File: src/rtl/multi_score_tracker.sv
// Multi-player whack-a-mole score engine: saturating scores with combo bonus and
// miss penalty, plus an end-of-game leader/tie scan and a persistent high score.
module multi_score_tracker #(
  parameter int NUM_PLAYERS = 2,
  parameter int SCORE_W     = 8,
  parameter int COMBO_LEN   = 3,
  parameter int BONUS       = 2,
  parameter int PENALTY     = 1,
  localparam int LW         = (NUM_PLAYERS > 1) ? $clog2(NUM_PLAYERS) : 1
) (
  input  logic                           clkIn,
  input  logic                           reset,
  input  logic                           game_active,
  input  logic [NUM_PLAYERS-1:0]         hit,
  input  logic [NUM_PLAYERS-1:0]         miss,
  output logic [NUM_PLAYERS*SCORE_W-1:0] score,
  output logic [SCORE_W-1:0]             high_score,
  output logic [LW-1:0]                  leader,
  output logic                           tie,
  output logic                           results_valid,
  output logic                           new_high
);

  // state   | meaning
  // IDLE    | scores held for display, waiting for game_active
  // PLAYING | per-player hit/miss scoring
  // SCAN    | one player per cycle, tracking max/leader/tie
  // DONE    | high-score update, results_valid raised
  typedef enum logic [1:0] {IDLE, PLAYING, SCAN, DONE} state_t;

  localparam int SKW = $clog2(COMBO_LEN + 1);
  localparam logic [SCORE_W-1:0] MAX_SCORE = '1;
  localparam logic [31:0] MAX32 = 32'(MAX_SCORE);
  localparam logic [SKW-1:0] COMBO_CNT = SKW'(COMBO_LEN);
  localparam logic [LW-1:0] LAST_IDX = LW'(NUM_PLAYERS - 1);

  state_t state, state_nxt;

  logic [SCORE_W-1:0] score_r    [NUM_PLAYERS];
  logic [SCORE_W-1:0] score_nxt  [NUM_PLAYERS];
  logic [SKW-1:0]     streak_r   [NUM_PLAYERS];
  logic [SKW-1:0]     streak_nxt [NUM_PLAYERS];
  logic [LW-1:0]      idx;
  logic [SCORE_W-1:0] max_score;
  logic [SCORE_W-1:0] cur_score;

  always_ff @(posedge clkIn or negedge reset) begin
    if (!reset) state <= IDLE;
    else        state <= state_nxt;
  end

  always_comb begin
    state_nxt = state;
    case (state)
      IDLE:    if (game_active)  state_nxt = PLAYING;
      PLAYING: if (!game_active) state_nxt = SCAN;
      SCAN:    if (idx == LAST_IDX) state_nxt = DONE;
      DONE:    state_nxt = IDLE;
      default: state_nxt = IDLE;
    endcase
  end

  // Hit wins over a simultaneous miss; sums are formed wide so saturation never wraps.
  always_comb begin
    logic [31:0]    sum;
    logic [SKW-1:0] streak_inc;
    for (int p = 0; p < NUM_PLAYERS; p++) begin
      score_nxt[p]  = score_r[p];
      streak_nxt[p] = streak_r[p];
      sum           = '0;
      streak_inc    = streak_r[p] + SKW'(1);
      if (hit[p]) begin
        if (streak_inc == COMBO_CNT) begin
          sum           = 32'(score_r[p]) + 32'(1 + BONUS);
          streak_nxt[p] = '0;
        end else begin
          sum           = 32'(score_r[p]) + 32'd1;
          streak_nxt[p] = streak_inc;
        end
        score_nxt[p] = (sum > MAX32) ? MAX_SCORE : sum[SCORE_W-1:0];
      end else if (miss[p]) begin
        streak_nxt[p] = '0;
        if (32'(score_r[p]) >= 32'(PENALTY))
          score_nxt[p] = SCORE_W'(32'(score_r[p]) - 32'(PENALTY));
        else
          score_nxt[p] = '0;
      end
    end
  end

  assign cur_score = score_r[idx];

  always_ff @(posedge clkIn or negedge reset) begin
    if (!reset) begin
      for (int p = 0; p < NUM_PLAYERS; p++) begin
        score_r[p]  <= '0;
        streak_r[p] <= '0;
      end
      idx           <= '0;
      max_score     <= '0;
      leader        <= '0;
      tie           <= 1'b0;
      high_score    <= '0;
      results_valid <= 1'b0;
      new_high      <= 1'b0;
    end else begin
      new_high <= 1'b0;
      case (state)
        IDLE: begin
          if (game_active) begin
            for (int p = 0; p < NUM_PLAYERS; p++) begin
              score_r[p]  <= '0;
              streak_r[p] <= '0;
            end
            results_valid <= 1'b0;
          end
        end
        PLAYING: begin
          if (game_active) begin
            for (int p = 0; p < NUM_PLAYERS; p++) begin
              score_r[p]  <= score_nxt[p];
              streak_r[p] <= streak_nxt[p];
            end
          end else begin
            idx       <= '0;
            max_score <= '0;
            leader    <= '0;
            tie       <= 1'b0;
          end
        end
        SCAN: begin
          // Strict > keeps the lowest index as leader when scores are equal.
          if (cur_score > max_score) begin
            max_score <= cur_score;
            leader    <= idx;
            tie       <= 1'b0;
          end else if (cur_score == max_score && idx != '0) begin
            tie <= 1'b1;
          end
          if (idx != LAST_IDX) idx <= idx + LW'(1);
        end
        DONE: begin
          if (max_score > high_score) begin
            high_score <= max_score;
            new_high   <= 1'b1;
          end
          results_valid <= 1'b1;
        end
        default: ;
      endcase
    end
  end

  always_comb begin
    score = '0;
    for (int p = 0; p < NUM_PLAYERS; p++)
      score[p*SCORE_W +: SCORE_W] = score_r[p];
  end

endmodule

File: config.mk
export PLATFORM = sky130hd
export DESIGN_NAME = multi_score_tracker
export DESIGN_NICKNAME = d
export VERILOG_FILES = /design/src/rtl/multi_score_tracker.sv
export SDC_FILE = /design/constraint.sdc
export NUM_CORES = 1
export LEC_CHECK = 0
export ABC_CLOCK_PERIOD_IN_PS = 3200
export CAP_MARGIN = 40
export CORE_MARGIN = 4
export CORE_UTILIZATION = 50
export CTS_CLUSTER_SIZE = 14
export DETAILED_ROUTE_END_ITERATION = 6
export PLACE_DENSITY = 0.73
export SLEW_MARGIN = 5
export SYNTH_ARGS = -nofsm -noshare
export SYNTH_HDL_FRONTEND = slang
export SYNTH_SLANG_ARGS = --single-unit
File: constraint.sdc
create_clock -name clkIn -period 3.2 [get_ports clkIn]
set_clock_uncertainty 0.15 [all_clocks]
set_input_delay 0.64 -clock clkIn [delete_from_list [all_inputs] [get_ports clkIn]]
set_output_delay 0.64 -clock clkIn [all_outputs]
set_load 0.01 [all_outputs]
==> flow_summary.ini, run 1 <==
[final_layout]
multiInputGateArea_mm2 = 0.001928
nFillCells = 560
layout.nets = 448
seq_area_mm2 = 0.001076
final_area_mm2 = 0.003794
syn_to_final_growth_pct = 16.75
final_layout_size_suffix_gt1_share_pct = 8.454
antenna_cells = 0

[global_route]
grt_max_degree = 24
grt_usage_pct = 22.13
grt_remaining_overflow = 0
grt_pass1_wl_um = 13610
grt_antenna_before_repair = 0
grt_pass1_vias = 2748

[critical_path]
crit_chain = mux2_2 > ha_1 > nand4_1 > or2_2 > o21ai_1 > buf_4 > mux2i_1 > a21o_1
cp.required_ps = 3290
critPathKind = reg2reg
start_kind = register
critPathSlowestCell = dfrtp_1
crit_path_max_incr_delay_ps = 680
crit_fanout = 18
critical_path_arrival_ps = 3090
worstSetupEndpointType = register

[cts]
clock_latency_ps = 310
h-tree-depth = 2
ctsRootBufferMaster = clkbuf_8
numCtsBuffers = 5
clockBufferDepth = 2
post_cts_buffers = 0
postCtsHoldBufs = 0
clock-sinks = 43
tritoncts = done
cts_resized = 0
clkTransAtPathRegs_ps = 90

[pwr]
combPwrFrac_pct = 62.8
power_mw = 3.947
swShare_pct = 46.74
cellPowerDensity_mw_per_mm2 = 1040
pwr-share-seq_pct = 26.2
max-vdd-ir-drop_mv = 0.5645
p_int_mw = 2.102
p_clk_share_pct = 11.0
net-switching-power_mw = 1.845
leakagePower_nw = 1.727

[route]
wl_met3_um = 464
wl_um = 7988
drt-pass1-iter-count = 5
ant_nets = 0
viasPerCell = 5.988
m1WireLength_um = 3547
post_drt_wl_per_cell_um = 16.27
drtIter0Drc = 114
route.top_layer_used = met4
wl_met2_um = 3860
drc_errors = 0
vias = 2940

[synth]
syn_area_mm2 = 0.003249
yosysTopAreaCell = dfrtp_1
yosysSeqAreaShare_pct = 33.12
synth.top_cell.area_share_pct = 33.12
yosys_register_bits = 43
synth_nets = 420
synth.area.top_cells = dfrtp_1 (33%), ha_1 (10%), o21ai_0 (5.1%), mux2i_1 (4.9%), nand2_1 (4.2%)
synth_edf_count = 0
synthCells = 385
async_reset_ff_share_pct = 100.0
ys_types = 55
ys.flop_type = dfrtp_1
syn_avg_cell_area_um2 = 8.440
synth_warnings = 0

[floorplanning]
die_y_um = 88.62
initial_core_util_pct = 51.47
io_pins = 35
core_area_mm2 = 0.006314
fp.dieW_um = 88.62
die-area_mm2 = 0.007853
fp-row-count = 29

[placed_design]
hpwl_um = 5987
place_area_mm2 = 0.003681
port-buffer-count = 34
gp_congestion = 0.8850

[timing]
finalSetupTns_ps = 0
worst_pin_slew_ps = 760.2
fin_crit_sh_pct = 93.68
setup_viol = 0
slew_headroom_pct = 49.32
hold_slack_ps = 164.0
fmax_mhz = 333.6
slew_viol_final = 0
hold_viol = 0
min_period_ps = 2998
rsz0062_at_grt = false

[flow_run]
drv_cap = 0

[min_path]
hp-class = in2async

[status]
status = finished, final reports clean
==> stage by stage <==
step | instances | worst slack, ps | util (%)
2_1_floorplan | 385 | 538.7 | -
3_3_place_gp | 481 | 340.8 | 57.75
3_5_place_dp | 483 | 255.9 | 58.30
4_1_cts | 491 | 237.1 | 60.09
5_1_grt | 491 | 5.330 | 60.09
6_report | 491 | 202.3 | 60.09
==> power groups by stage <==
stage | clock [mW] | sequential [mW] | combinational, mW
finish | 0.433 | 1.03 | 2.48
global route | 0.462 | 1.07 | 2.79
CTS | 0.442 | 1.03 | 2.48
detailed placement | 0 | 1.04 | 2.47
global placement | 0 | 1.04 | 2.39
floorplan | 0 | 0.961 | 1.80
==> flip-flops by register name, indices dropped and copies added (netlist names) <==
name	flops
leader	1
streak_r	4
max_score	8
new_high	1
score	16
idx	1
results_valid	1
state	2
tie	1
high_score	8
==> cells in the mapped netlist (5+ instances only) <==
| library cell | number |
|---|---|
| nor2_1 | 22 |
| nor2b_1 | 5 |
| mux2_2 | 5 |
| inv_1 | 34 |
| nand4_1 | 5 |
| a22o_1 | 5 |
| mux2i_1 | 16 |
| dfrtp_1 | 43 |
| a21oi_1 | 22 |
| clkbuf_1 | 18 |
| ha_1 | 26 |
| a21o_1 | 5 |
| nand2_1 | 36 |
| a31oi_1 | 5 |
| o21ai_0 | 33 |
| nand3_1 | 20 |
| nor3_1 | 5 |
| o211ai_1 | 7 |
==> per-layer routing <==
metal	track usage [%]	vias to the layer above
li1	-	1432
met1	30.19	1398
met2	36.23	98
met3	3.818	12
met4	6.319	0
met5	0	-
==> critical path: cells and delay by family, from the launching register on <==
kind                     cells  cell delay (ps)
AO/OA/AOI/OAI                2              400
AND/OR/NAND/NOR              2              460
flip-flops                   1              680
adder cells (fa/ha/maj)      1              330
multiplexers                 2              630
buffers and inverters        1              290
==> area by class of cell <==
class	instances	area share, %
timing repair buffer	47	11.94
tap	77	2.540
multi-input combinational	282	50.82
clock inverter	3	1.154
inverter	34	3.364
clock buffer	5	1.814
sequential	43	28.36
==> cell families after synthesis <==
kind of cell	Yosys count	synth area share [%]
AND/OR/NAND/NOR	116	17.64
AO/OA/AOI/OAI	110	21.91
buffers and inverters	60	7.547
flip-flops	43	33.12
adder cells (fa/ha/maj)	28	11.24
multiplexers	21	6.661
XOR/XNOR	7	1.887
==> worst paths after layout <==
check                       startpoint       endpoint  depth (start not counted)  slack (ps)
setup reg to reg                   idx   max_score[7]                          8         200
hold / removal                   reset  high_score[0]                          1         160
hold reg to reg            streak_r[1]    streak_r[1]                          1         360
setup / recovery                   idx   max_score[7]                          8         200
min in group clkIn         streak_r[1]    streak_r[1]                          1         360
max in group asynchronous        reset      score[10]                          2        2230
==> cells in the final DEF (no fill, tap or decap), types with 2 or more instances in the layout <==
cell type / instances
dfrtp_1: 43
nand2_1: 36
inv_1: 34
clkdlybuf4s50_1: 33
o21ai_0: 32
ha_1: 26
a21oi_1: 22
nor2_1: 22
nand3_1: 20
mux2i_1: 16
buf_4: 12
o211ai_1: 7
nor2b_1: 5
mux2_2: 5
nand4_1: 5
nor3_1: 5
a21o_1: 5
a31oi_1: 5
a22o_1: 5
clkbuf_8: 5
o21a_1: 4
o21bai_1: 4
and3_1: 4
o21ai_1: 4
xor2_1: 4
nand2b_1: 3
o31ai_1: 3
o221ai_1: 3
nand3b_1: 3
xnor2_1: 3
nor4_1: 2
a211oi_1: 2
o22ai_1: 2
o41ai_1: 2
or2_2: 2
nand4b_1: 2
fa_1: 2
Note: power is estimated with default switching activity, not from simulation.
==> inputs of run 2 (changes only) <==
Settings changed: DONT_BUFFER_PORTS set to 1, PLACE_DENSITY 0.73 to 0.66.
==> flow_summary.ini, run 2 (synthesis gave the netlist of run 1 again) <==
[final_layout]
final_area_mm2 = 0.003461
multiInputGateArea_mm2 = 0.001928
syn_to_final_growth_pct = 6.508
layout_commonest_cell = dfrtp_1
layout.nets = 418
fin_util_pct = 54.82
largest_reg_flops = 16
layoutNonFillerInstCount = 461
final_layout_size_suffix_gt1_share_pct = 9.635
seq_area_mm2 = 0.001076
layout_common_cells = dfrtp_1 (43), nand2_1 (36), inv_1 (34)
nFillCells = 586
antenna_cells = 0

[critical_path]
worstSetupEndpointType = register
critPathSlowestCell = dfrtp_1
cp.required_ps = 3240
start_kind = register
crit_path_max_incr_delay_ps = 690
crit_fanout = 18
crit_family = flip-flops
critPathKind = reg2reg
cp_num_buf_inv = 1
crit_chain = mux2_2 > ha_1 > nand4_1 > or2_2 > o21ai_1 > buf_4 > o21ai_0 > a311o_1
critical_path_arrival_ps = 2900

[timing]
min_period_ps = 2856
fin_crit_sh_pct = 89.24
rsz0062_at_grt = false
hold_viol = 0
slew_viol_final = 0
hold_slack_ps = 26.87
layout_setup_ws_ps = 344.2
setup_viol = 0
finalSetupTns_ps = 0
fmax_mhz = 350.2
slew_headroom_pct = 52.71
worst_pin_slew_ps = 702.0

[pwr]
swShare_pct = 48.97
power_mw = 3.682
p_int_mw = 1.879
leakagePower_nw = 1.609
net-switching-power_mw = 1.803
cellPowerDensity_mw_per_mm2 = 1064
pwr-share-seq_pct = 28.1
p_clk_share_pct = 9.6
combPwrFrac_pct = 62.3
max-vdd-ir-drop_mv = 0.6462

[placed_design]
hpwl_um = 5754
port-buffer-count = 0
dp_cells = 452
gp_congestion = 0.8667
pre_cts_ws_ps = 354.8
place_area_mm2 = 0.003348

[route]
drt-pass1-iter-count = 5
drc_errors = 0
vias = 2739
wl_um = 7745
post_drt_wl_per_cell_um = 16.80
ant_nets = 0
drtIter0Drc = 118
viasPerCell = 5.941

[cts]
clkTransAtPathRegs_ps = 90
h-tree-depth = 2
post_cts_buffers = 0
numCtsBuffers = 5
clockBufferDepth = 2
tritoncts = done
clock-sinks = 43
ctsRootBufferMaster = clkbuf_8
clock_latency_ps = 300

[floorplanning]
fp.dieW_um = 88.62
io_pins = 35
core_area_mm2 = 0.006314
die_y_um = 88.62
die-area_mm2 = 0.007853
fp-row-count = 29
initial_core_util_pct = 51.47

[global_route]
grt_pass1_wl_um = 12800
grt_remaining_overflow = 0
grt_max_degree = 44
grt_pass1_vias = 2577
grt_usage_pct = 20.95
grt_antenna_before_repair = 0

[min_path]
hp-class = in2async

[flow_run]
drv_cap = 0

[status]
status = finished, final reports clean
[run 2: path summary, 6_finish.rpt]
check / slack (ps) / to / cells past startpoint / start
setup / recovery: 340 / leader / 8 / idx
hold / removal: 30 / high_score[3] / 1 / reset
setup reg to reg: 340 / leader / 8 / idx
hold reg to reg: 360 / streak_r[2] / 1 / streak_r[2]
max in group asynchronous: 2680 / score[14] / 1 / reset
min in group clkIn: 360 / streak_r[2] / 1 / streak_r[2]
[run 2: layout make-up]
cell class                 count  area share, %
clock inverter                 2         0.3615
tap                           77          2.784
sequential                    43          31.09
multi-input combinational    282          55.71
inverter                      34          3.688
clock buffer                   6          2.097
timing repair buffer          17          4.266
[run 2: power by group through the flow]
| stage | sequential [mW] | clock (mW) | combinational (mW) |
|---|---|---|---|
| CTS | 1.04 | 0.365 | 2.30 |
| global placement | 1.05 | 0 | 2.23 |
| finish | 1.04 | 0.353 | 2.29 |
| global route | 1.07 | 0.384 | 2.59 |
| floorplan | 0.961 | 0 | 1.80 |
| detailed placement | 1.05 | 0 | 2.27 |
[run 2: per-layer routing]
metal	up-vias	GRT usage, %	share of wire [%]
li1	1367	-	-
met1	1300	27.67	45
met2	61	34.33	48
met3	11	4.935	5.1
met4	0	6.044	1.6
met5	-	0	0
[run 2: what timing repair did]
item	4_1_cts	5_1_grt
hold buffers	1	0
resized for setup	0	0
endpoints found under the hold margin	43	0
